### src/rtl/vector_writeback_arbiter.sv
// vector_writeback_arbiter
// Purpose : 4-stage vector result pipeline with bypass taps that shares one register-file
//           write port with memory load writebacks.
// Latency : an issued result commits from stage 4, 4 cycles after issue.
//           A granted load writes the register file in the same cycle (combinational mux).
// Backpressure: stall_i holds S1-S3. A stage-4 commit still drains into a bubble during stall_i.
//           The load handshake is load_valid_i / load_ready_o.
//           stall_o freezes S1-S4 whenever the load forces the port.
// Ports   : clk, reset_n (async, active-low); stall_i, flush_i;
//           issue_* (stage-1 input); load_* / load_ready_o (load writeback handshake);
//           stall_o; bypassN_* (stage N contents, N=1..4); rf_write_* (register-file port).
// Config  : define VECTOR_WB_STARVE_GUARD_EN to enable the load starvation guard.
//           Without it the pipeline has strict priority and stall_o is 0.
module vector_writeback_arbiter #(
   parameter int REG_IDX_WIDTH     = 5,
   parameter int VECTOR_LANES      = 16,
   parameter int VECTOR_BITS       = 128,
   parameter int LOAD_STARVE_LIMIT = 4
) (
   input  logic                     clk,
   input  logic                     reset_n,
   input  logic                     stall_i,
   input  logic                     flush_i,
   input  logic                     issue_write_i,
   input  logic [REG_IDX_WIDTH-1:0] issue_register_i,
   input  logic [VECTOR_LANES-1:0]  issue_mask_i,
   input  logic [VECTOR_BITS-1:0]   issue_value_i,
   input  logic                     load_valid_i,
   input  logic [REG_IDX_WIDTH-1:0] load_register_i,
   input  logic [VECTOR_LANES-1:0]  load_mask_i,
   input  logic [VECTOR_BITS-1:0]   load_value_i,
   output logic                     load_ready_o,
   output logic                     stall_o,
   output logic [REG_IDX_WIDTH-1:0] bypass1_register_o,
   output logic                     bypass1_write_o,
   output logic [VECTOR_LANES-1:0]  bypass1_mask_o,
   output logic [VECTOR_BITS-1:0]   bypass1_value_o,
   output logic [REG_IDX_WIDTH-1:0] bypass2_register_o,
   output logic                     bypass2_write_o,
   output logic [VECTOR_LANES-1:0]  bypass2_mask_o,
   output logic [VECTOR_BITS-1:0]   bypass2_value_o,
   output logic [REG_IDX_WIDTH-1:0] bypass3_register_o,
   output logic                     bypass3_write_o,
   output logic [VECTOR_LANES-1:0]  bypass3_mask_o,
   output logic [VECTOR_BITS-1:0]   bypass3_value_o,
   output logic [REG_IDX_WIDTH-1:0] bypass4_register_o,
   output logic                     bypass4_write_o,
   output logic [VECTOR_LANES-1:0]  bypass4_mask_o,
   output logic [VECTOR_BITS-1:0]   bypass4_value_o,
   output logic                     rf_write_en_o,
   output logic [REG_IDX_WIDTH-1:0] rf_write_reg_o,
   output logic [VECTOR_LANES-1:0]  rf_write_mask_o,
   output logic [VECTOR_BITS-1:0]   rf_write_value_o
);

   if (LOAD_STARVE_LIMIT < 1) begin : g_bad_limit
      $error("LOAD_STARVE_LIMIT must be at least 1");
   end

   typedef struct packed {
      logic                     write;
      logic [REG_IDX_WIDTH-1:0] idx;
      logic [VECTOR_LANES-1:0]  mask;
      logic [VECTOR_BITS-1:0]   value;
   } stage_t;

   stage_t r_s1, r_s2, r_s3, r_s4;
   stage_t w_issue;
   logic   w_load_wins;
   logic   w_advance;
   logic   w_commit;

   assign w_issue = '{write: issue_write_i, idx: issue_register_i,
                      mask: issue_mask_i, value: issue_value_i};

`ifdef VECTOR_WB_STARVE_GUARD_EN
   localparam int CNT_W = $clog2(LOAD_STARVE_LIMIT + 1);
   localparam logic [CNT_W-1:0] CNT_LIMIT = CNT_W'(LOAD_STARVE_LIMIT);

   logic [CNT_W-1:0] r_starve_cnt;

   // A starved load takes the port even over a valid stage-4 result; that result
   // and everything behind it freezes for the cycle (stall_o).
   assign w_load_wins = load_valid_i && (!r_s4.write || (r_starve_cnt == CNT_LIMIT));
   assign stall_o     = w_load_wins && r_s4.write;

   always_ff @(posedge clk or negedge reset_n) begin
      if (!reset_n) begin
         r_starve_cnt <= '0;
      end else if (!load_valid_i || load_ready_o) begin
         r_starve_cnt <= '0;
      end else if (r_starve_cnt != CNT_LIMIT) begin
         r_starve_cnt <= r_starve_cnt + CNT_W'(1);
      end
   end
`else
   assign w_load_wins = load_valid_i && !r_s4.write;
   assign stall_o     = 1'b0;
`endif

   assign load_ready_o = w_load_wins;
   assign w_advance    = !stall_i && !stall_o;
   assign w_commit     = r_s4.write && !w_load_wins;

   always_ff @(posedge clk or negedge reset_n) begin
      if (!reset_n) begin
         r_s1 <= '0;
         r_s2 <= '0;
         r_s3 <= '0;
         r_s4 <= '0;
      end else if (w_advance) begin
         // A flush kills whatever sits in S1/S2 wherever it moves next, so the
         // S2 result entering S3 is squashed too; the result already in S3 is kept.
         r_s1       <= w_issue;
         r_s1.write <= issue_write_i && !flush_i;
         r_s2       <= r_s1;
         r_s2.write <= r_s1.write && !flush_i;
         r_s3       <= r_s2;
         r_s3.write <= r_s2.write && !flush_i;
         r_s4       <= r_s3;
      end else begin
         if (flush_i) begin
            r_s1.write <= 1'b0;
            r_s2.write <= 1'b0;
         end
         // Under stall_i a committed S4 result becomes a bubble, so it is never
         // written twice. When stall_o holds, w_commit is 0 and S4 stays put.
         if (w_commit) begin
            r_s4.write <= 1'b0;
         end
      end
   end

   assign bypass1_write_o    = r_s1.write;
   assign bypass1_register_o = r_s1.idx;
   assign bypass1_mask_o     = r_s1.mask;
   assign bypass1_value_o    = r_s1.value;
   assign bypass2_write_o    = r_s2.write;
   assign bypass2_register_o = r_s2.idx;
   assign bypass2_mask_o     = r_s2.mask;
   assign bypass2_value_o    = r_s2.value;
   assign bypass3_write_o    = r_s3.write;
   assign bypass3_register_o = r_s3.idx;
   assign bypass3_mask_o     = r_s3.mask;
   assign bypass3_value_o    = r_s3.value;
   assign bypass4_write_o    = r_s4.write;
   assign bypass4_register_o = r_s4.idx;
   assign bypass4_mask_o     = r_s4.mask;
   assign bypass4_value_o    = r_s4.value;

   always_comb begin
      rf_write_en_o    = r_s4.write;
      rf_write_reg_o   = r_s4.idx;
      rf_write_mask_o  = r_s4.mask;
      rf_write_value_o = r_s4.value;
      if (w_load_wins) begin
         rf_write_en_o    = 1'b1;
         rf_write_reg_o   = load_register_i;
         rf_write_mask_o  = load_mask_i;
         rf_write_value_o = load_value_i;
      end
   end

endmodule

### config.mk
export PLATFORM = sky130hd
export DESIGN_NAME = vector_writeback_arbiter
export DESIGN_NICKNAME = d
export VERILOG_FILES = /design/src/rtl/vector_writeback_arbiter.sv
export SDC_FILE = /design/constraint.sdc
export NUM_CORES = 1
export LEC_CHECK = 0
export ABC_AREA = 1
export ABC_CLOCK_PERIOD_IN_PS = 1500
export CORE_AREA = 4 4 409 411
export DETAILED_ROUTE_END_ITERATION = 6
export DIE_AREA = 0 0 413 415
export PLACE_DENSITY_LB_ADDON = 0.05
export SLEW_MARGIN = 15
export SYNTH_ARGS = -nofsm -noshare
export SYNTH_HDL_FRONTEND = slang
export SYNTH_SLANG_ARGS = --single-unit
### constraint.sdc
create_clock -name clk -period 1.5 [get_ports clk]
set_input_delay 0.3 -clock clk [delete_from_list [all_inputs] [get_ports clk]]
set_output_delay 0.3 -clock clk [all_outputs]
set_load 0.01 [all_outputs]
# After elaboration in Yosys (flattened, before gate mapping)
# Index checks and enable logic that the tools add are counted.
# word_totals
reg_bits	600
input_bits	304
output_inout_bits	752
# op_classes
n_eq_ne	2
reduce_logical	8
mux	9
# ops
cell	count
$mux W128	1
$mux W16	1
$mux W1	6
$logic_and A1 B1 Y1	5
$mux W5	1
$ne A2 B1 Y1 const B	2
$logic_not A1 Y1	3

# Logic depth before layout (Yosys ltp)
# Gate-level depths: netlist (run 1).
# depth
ltp_word	6
ltp_mapped	7

# Worst setup path before layout (run 1)
# Ideal clock, no wire load.
# synth_path
kind	flip-flop to output port
startpoint	register r_s4, in the netlist bypass4_write_o
endpoint	output rf_write_mask_o[10]
t_arrival_ns	1.173
path_stages_with_launch	7
t_required_ns	1.200
path_buffers	2
setup_slack_ns	0.027
cell_sequence	dfrtp_1 > clkinv_1 > nand2_1 > buf_2 > buf_2 > nand2_1 > nand2_1
# synth_via
elab_chain_cells	3
# synth_rtl
item	line	rtl
from (decl)	67	stage_t r_s1, r_s2, r_s3, r_s4;
from (signal assigned)	120	r_s4 <= r_s3;
$logic_not A1 Y1	97	assign w_load_wins = load_valid_i && !r_s4.write;
$logic_and A1 B1 Y1	97	
$mux W16	156	if (w_load_wins) begin
to (decl)	52	output logic [VECTOR_LANES-1:0] rf_write_mask_o,
# No other way between the ends.

# Worst setup path after layout (run 1)
# layout_path
startpoint	register r_s4, in the netlist bypass4_write_o
endpoint	output rf_write_value_o[118]
# layout_via
elab_chain_cells	3
# layout_rtl
item	line	rtl
$logic_not A1 Y1	97	
$logic_and A1 B1 Y1	97	
$mux W128	156	
to (decl)	53	output logic [VECTOR_BITS-1:0] rf_write_value_o
# No other way between the ends.

==> summary.txt, run 1 <==
Placed design
  – Post-Place Setup Slack: -0.5684 ns
  – Post-DP HPWL: 103.6 mm
  – PortBufs: 1054
  – DP Cell Count: 5980
  – GP Congestion: just under 0.8

Layout
  – Commonest non-fill, non-tap cell in the layout: buf_6
  – Final non-filler cell total: about 6400
  – Layout Nets: 4452
  – Layout cells sized above 1: a little over a third
  – Commonest cells after routing, fill and taps aside: 566 x buf_6, 509 x dfrtp_1, 507 x nand2_1
  – Final Util: 27.09%
  – Area grow syn2layout: 81.47%

GRT
  – GRT Util Overall: 15.09%
  – Largest net degree at the start of global routing: around 130
  – First-pass GRT wire length: 185.2 mm
  – Gr ovfl total: 0
  – Initial antenna violation count: 23
  – Vias in the first global route: 23470

Min path
  – Worst Hold Class: input port to register

Timing
  – Hold violation total from the final report: 0
  – Worst setup margin: -0.8635 ns
  – Slew Limit Headroom: 65.09%
  – Final setup violation count: 481
  – Fmax: 423.1 MHz
  – Skew final: around 0.042 ns
  – Tightest Pin Transition: 0.5237 ns
  – Fin crit share: 157.6%
  – Min cycle time layout: 2.364 ns
  – Max-slew violation count: 0
  – Fin Hold WS: 0.1582 ns
  – Unrepaired setup endpoints after global routing: yes

Setup path
  – Critical path buffers and inverters: 5
  – Slowest CP cell: dfrtp_1
  – Crit-path max FO: 7
  – CP delay by family, top: buffers and inverters
  – Crit start category: register
  – Critical Path AT: 2.06 ns
  – Worst setup EP type: output pin
  – Required @ worst endpoint: roughly 1.2 ns
  – Worst path max stage delay: 0.39 ns
  – Crit-path cells: clkinv_4 > nand2_8 > buf_16 > buf_12 > buf_16 > nand2_2 > nand2_1 > buf_2
  – WS Path Type: register to output pin
  – Most used cell, CP: buf_16

Synthesis
  – Fraction of registers with async set/reset: 100.0%
  – Post-synth EDFFs: 0
  – Synth Register Bits: 600
  – Post-synth cell types: 16
  – Cells after Synth: ~2800
  – Mapped cell area: 0.02449 mm2
  – Primary FF master, synth: dfrtp_1
  – Syn Area/Cell: 8.884 um2
  – Register area share after synthesis: 61.30%
  – Syn_nets: 3061
  – Yosys warns: 0

Die
  – Die Width: approximately 410 um
  – Die height: 415 um
  – Rows: roughly 150
  – Initial Util: roughly 15%
  – Core Box Area: 0.1641 mm2
  – Die area: 0.1714 mm2
  – # IOs: around 1100

Pwr
  – Maximum VDD drop: 0.7434 mV
  – Leak pwr: 21.70 nW
  – Tot Pwr: roughly 0.053 W
  – Power Density: about 1200 mW/mm2

Outcome
  – Status: complete, but fails checks
  – Failing checks: negative setup slack

Detailed routing
  – Vias: 23382
  – Avg Vias per Cell: 3.642
  – Number of nets with antenna violations after routing: 0
  – DR pass1 iterations: 5
  – Post-DR wirelength/cell: 20.93 um
  – Final wirelength: 134.4 mm
  – Post-route DRC violation count: 0
  – DRT iter0 DRCs: 1127

CTS
  – CTS Buf Count: around 80
  – Clk sink count: 600
  – Clock-pin slew of the registers on the worst-case setup and hold paths: 0.06 ns
  – CTS max path bufs: 3
  – CTS root buffer: clkbuf_16
  – Worst skew pair latency: 0.69 ns
  – TritonCTS clock tree: yes
  – Clock H-tree levels: 3

Job
  – Maxcap violations: 0
worst paths after layout:
path                                           from                     to  slack, ns  cells after the start
worst max-delay path                bypass4_write_o  rf_write_value_o[118]      -0.86                      8
worst min-delay path              issue_value_i[24]    bypass1_value_o[24]       0.16                      3
worst max register to register  bypass2_value_o[41]    bypass3_value_o[41]       0.45                      4
worst min register to register    bypass3_mask_o[1]      bypass3_mask_o[1]       0.51                      2
max in group asynchronous                   reset_n    bypass4_value_o[58]       0.57                      4
min in group asynchronous                   reset_n    bypass4_value_o[93]       0.24                      3
per-layer routing:
| metal | GRT usage (%) | wire (um) | vias up |
|---|---|---|---|
| met5 | 0 | 95 | - |
| met4 | 4.390 | 3578 | 14 |
| met3 | 5.814 | 10740 | 150 |
| met2 | 26.20 | 67290 | 663 |
| met1 | 17.07 | 52690 | 11033 |
| li1 | - | - | 11522 |
synthesized netlist by cell type (7+ instances only):
cell type	count	area, um2
inv_1	320	1201
o21ai_0	272	1361
o21ai_1	45	225.2
nand2_1	623	2338
a21oi_1	279	1396
dfrtp_1	600	15010
nand3_1	151	755.7
buf_6	46	518.0
clkbuf_1	57	214.0
buf_1	7	26.28
buf_2	70	350.3
nor2_1	281	1055
where the power goes:
group | total [W] | leakage (nW) | internal [W] | switching, W
combinational | 0.0133 | 13.5 | 0.00688 | 0.00637
clock | 0.0198 | 1.34 | 0.0116 | 0.00819
sequential | 0.0201 | 6.86 | 0.0181 | 0.00200
total | 0.0532 | 21.7 | 0.0367 | 0.0166
state kept, by name (all words and copies together) (netlist names), 16 cells and up:
name	cells
bypass2_mask_o	16
bypass2_value_o	128
bypass3_value_o	128
bypass4_value_o	128
bypass1_value_o	128
bypass1_mask_o	16
bypass3_mask_o	16
bypass4_mask_o	16
per-stage QoR:
step | TNS (ns) | area (um2)
6_report | -130.27 | 44450
5_1_grt | -195.18 | 44420
4_1_cts | -456.21 | 42070
3_5_place_dp | -73.74 | 38620
3_3_place_gp | -72.99 | 38620
2_1_floorplan | 0 | 24490
logic make-up after synthesis:
| logic type | after synthesis | synth area share, % |
|---|---|---|
| and+or+nand+nor | 1056 | 16.97 |
| DFF | 600 | 61.30 |
| AOI/OAI and AO/OA | 596 | 12.18 |
| buffers and inverters | 504 | 9.538 |
| other | 1 | 0.01531 |
worst min-delay path: stages:
cell and delay, ns:
clkdlybuf4s50_1 0.40, nor2_1 0.08, a21oi_1 0.04
cell type report:
cell class,count,area [um2]
antenna,17,42.54
inverter,321,1210
fill,17861,119600
multi-input combinational,1653,7759
clock inverter,24,257.7
tap,2189,2739
timing repair buffer,1490,14860
clock buffer,126,2447
sequential,600,15130
what timing repair did:
action	in CTS	in global routing
gates cloned	13	2
endpoints found under the hold margin	584	0
hold buffers	2	0
gates resized for setup	705	2872
pin swaps	28	42
setup endpoints to repair	751	751
buffers inserted	45	224
(Power assumes the default switching activity.)
==> run 2: changes to the inputs <==
--- a/config.mk
+++ b/config.mk
@@ -7,9 +7,12 @@
 export LEC_CHECK = 0
 export ABC_AREA = 1
 export ABC_CLOCK_PERIOD_IN_PS = 1500
-export CORE_AREA = 4 4 409 411
+export CELL_PAD_IN_SITES_DETAIL_PLACEMENT = 0
+export CELL_PAD_IN_SITES_GLOBAL_PLACEMENT = 1
+export CORE_AREA = 4 4 406 408
+export CTS_CLUSTER_SIZE = 24
 export DETAILED_ROUTE_END_ITERATION = 6
-export DIE_AREA = 0 0 413 415
+export DIE_AREA = 0 0 410 412
 export PLACE_DENSITY_LB_ADDON = 0.05
 export SLEW_MARGIN = 15
 export SYNTH_ARGS = -nofsm -noshare
==> run 2 against run 1 <==
Compared with the run above: the run still ends with negative setup slack left; clock skew shrank 0.018 ns; global-route usage grew 0.33 points; sequential power about the same; fmax down 4.2%; setup slack worse by 0.10 ns; clock power increased by 3%; critical endpoint unchanged; highest routed layer unchanged.
==> summary.txt, run 2 (synthesis gave the netlist of run 1 again) <==
Detailed routing
  – Post-DR wirelength/cell: 21.31 um (+1.8%)
  – Vias: 23303 (-0.34%)
  – Final wirelength: 136.6 mm (+1.7%)
  – Post-route DRC violation count: 0 (unchanged)
  – DRT iter0 DRCs: 962 (-15%)
  – DR pass1 iterations: 4 (-1)
  – Avg Vias per Cell: 3.635 (-0.20%)
  – Number of nets with antenna violations after routing: 0 (unchanged)

Timing
  – Unrepaired setup endpoints after global routing: yes
  – Fin crit share: 164.5% (+6.9 points)
  – Max-slew violation count: 0 (unchanged)
  – Fin Hold WS: 0.08225 ns (-0.07592 ns)
  – Final setup violation count: 333 (-31%)
  – Fmax: 405.3 MHz (-4.2%)
  – Worst setup margin: -0.9672 ns (-0.1036 ns)
  – Hold violation total from the final report: 0 (unchanged)
  – Skew final: 0.02400 ns (-0.01839 ns)
  – Min cycle time layout: 2.467 ns (+0.1036 ns)

CTS
  – CTS max path bufs: 3 (unchanged)
  – CTS Buf Count: 83 (+1.2%)
  – Worst skew pair latency: 0.66 ns (-0.03 ns)
  – Clock H-tree levels: 3 (unchanged)
  – CTS root buffer: clkbuf_16
  – Clk sink count: 600 (unchanged)
  – TritonCTS clock tree: yes
  – Clock-pin slew of the registers on the worst-case setup and hold paths: 0.05 ns (about the same)

Setup path
  – Critical Path AT: 2.17 ns (+0.11 ns)
  – CP delay by family, top: buffers and inverters
  – WS Path Type: register to output pin
  – Critical path buffers and inverters: 7 (+2)
  – Worst setup EP type: output pin
  – Crit-path max FO: 7 (unchanged)
  – Worst path max stage delay: 0.42 ns (+0.03 ns)
  – Critical path depth: 10 (+2)
  – Crit-path cells: clkinv_4 > buf_12 > nand2_8 > buf_12 > buf_16 > buf_4 > buf_8 > nand2_1 > nand2_1 > buf_6
  – Required @ worst endpoint: 1.20 ns (about the same)
  – R2R cell count: 4 (unchanged)
  – Crit start category: register
  – Slowest CP cell: dfrtp_1

Die
  – Die area: 0.1689 mm2 (-1.4%)
  – Die height: 412 um (-0.72%)
  – Die Width: 410 um (-0.73%)
  – # IOs: 1056 (unchanged)
  – Initial Util: 15.15% (+0.22 points)
  – Core Box Area: 0.1617 mm2 (-1.5%)
  – Rows: 148 (-0.67%)

Placed design
  – Post-DP HPWL: 103.7 mm (+0.14%)
  – GP Congestion: 0.7551 (-3.2%)
  – PortBufs: 1054 (unchanged)

GRT
  – Initial antenna violation count: 19 (-17%)
  – First-pass GRT wire length: 186.3 mm (+0.54%)
  – Gr ovfl total: 0 (unchanged)
  – Vias in the first global route: 23573 (+0.44%)
  – Largest net degree at the start of global routing: 106 (-17%)
  – GRT Util Overall: 15.41% (+0.33 points)

Layout
  – Layout cells sized above 1: 37.94% (+1.3 points)
  – Area grow syn2layout: 82.85%
  – Filler instances: 17599 (-1.5%)
  – Layout Nets: 4469 (+0.38%)
  – Final Util: 27.70% (+0.61 points)
  – Commonest non-fill, non-tap cell in the layout: buf_6
  – Commonest cells after routing, fill and taps aside: 566 x buf_6, 507 x nand2_1, 506 x dfrtp_1

Pwr
  – Maximum VDD drop: 0.6839 mV (-8.0%)
  – Leak pwr: 21.85 nW (+0.69%)
  – Tot Pwr: 0.05368 W (+0.84%)
  – Power Density: 1199 mW/mm2 (about the same)

Job
  – Maxcap violations: 0 (unchanged)

Outcome
  – Failing checks: negative setup slack
  – Status: complete, but fails checks

Min path
  – Worst Hold Class: input port to async pin
## run 2: changes by cell type in the layout (fill, tap and decap cells not counted), moves of 4 or more
cell	previous run	this run
nand3_1	127	84
nand3_2	23	62
buf_4	327	351
clkbuf_2	98	79
buf_2	96	106
diode_2	17	8
clkbuf_16	84	89
buf_12	65	61
nand3_4	1	5
## run 2: timing repair
item,in CTS,in global routing
buffers inserted,32,233
endpoints found under the hold margin,356,0
pin swaps,40,59
setup endpoints to repair,751,751
gates cloned,9,4
hold buffers,2,0
resized for setup,718,2992
## run 2: per-layer routing
layer | wire length [um] | vias up | track usage, % | part of all wire (%)
li1 | - | 11540 | - | -
met2 | 69760 | 668 | 27.57 | 51
met4 | 3693 | 16 | 4.581 | 2.7
met5 | 102 | - | 0 | 0.075
met3 | 11720 | 142 | 6.127 | 8.6
met1 | 51370 | 10937 | 16.72 | 38
## run 2: power breakdown
| part | total [W] | internal, W | leakage [nW] | switching (W) |
|---|---|---|---|---|
| Clock | 0.0203 | 0.0122 | 1.36 | 0.00803 |
| Combinational | 0.0132 | 0.00686 | 13.6 | 0.00636 |
| Sequential | 0.0202 | 0.0181 | 6.85 | 0.00205 |
## run 2: area by class of cell
class / instances / area [um2] / area share (%)
Multi-Input combinational cell: 1653 / 8003 / 17.87
Tap cell: 2175 / 2721 / 6.077
Clock inverter: 25 / 292.8 / 0.6538
Clock buffer: 123 / 2470 / 5.515
Timing Repair Buffer: 1506 / 14930 / 33.34
Inverter: 321 / 1212 / 2.707
Antenna cell: 8 / 20.02 / 0.04470
Sequential cell: 600 / 15130 / 33.79
## run 2: stage by stage
step	cell area, um2	setup slack [ns]	TNS (ns)	cells
6_report	44780	-0.9672	-136.72	6411
5_1_grt	44780	-1.079	-190.04	6408
4_1_cts	41810	-1.085	-458.27	6173
3_5_place_dp	38560	-0.5676	-73.28	5982
3_3_place_gp	38560	-0.5454	-71.34	5982
2_1_floorplan	24490	0.02703	0	2757
## run 2: worst register-to-register path, cell delays in order (launching register included)
cell and delay [ns]:
dfrtp_1 0.39, buf_4 0.14, buf_4 0.13, nor2_1 0.29, a21oi_1 0.07
## run 2: worst paths after layout
kind                                           from                    end  slack, ns
min in group clk                issue_register_i[0]  bypass1_register_o[0]       0.18
worst max register to register  bypass2_value_o[97]    bypass3_value_o[97]       0.34
worst min register to register  bypass4_value_o[59]    bypass4_value_o[59]       0.52
worst min-delay path                        reset_n    bypass3_value_o[74]       0.08
worst max-delay path                bypass4_write_o  rf_write_value_o[118]      -0.97
max in group asynchronous                   reset_n    bypass1_value_o[39]       0.62
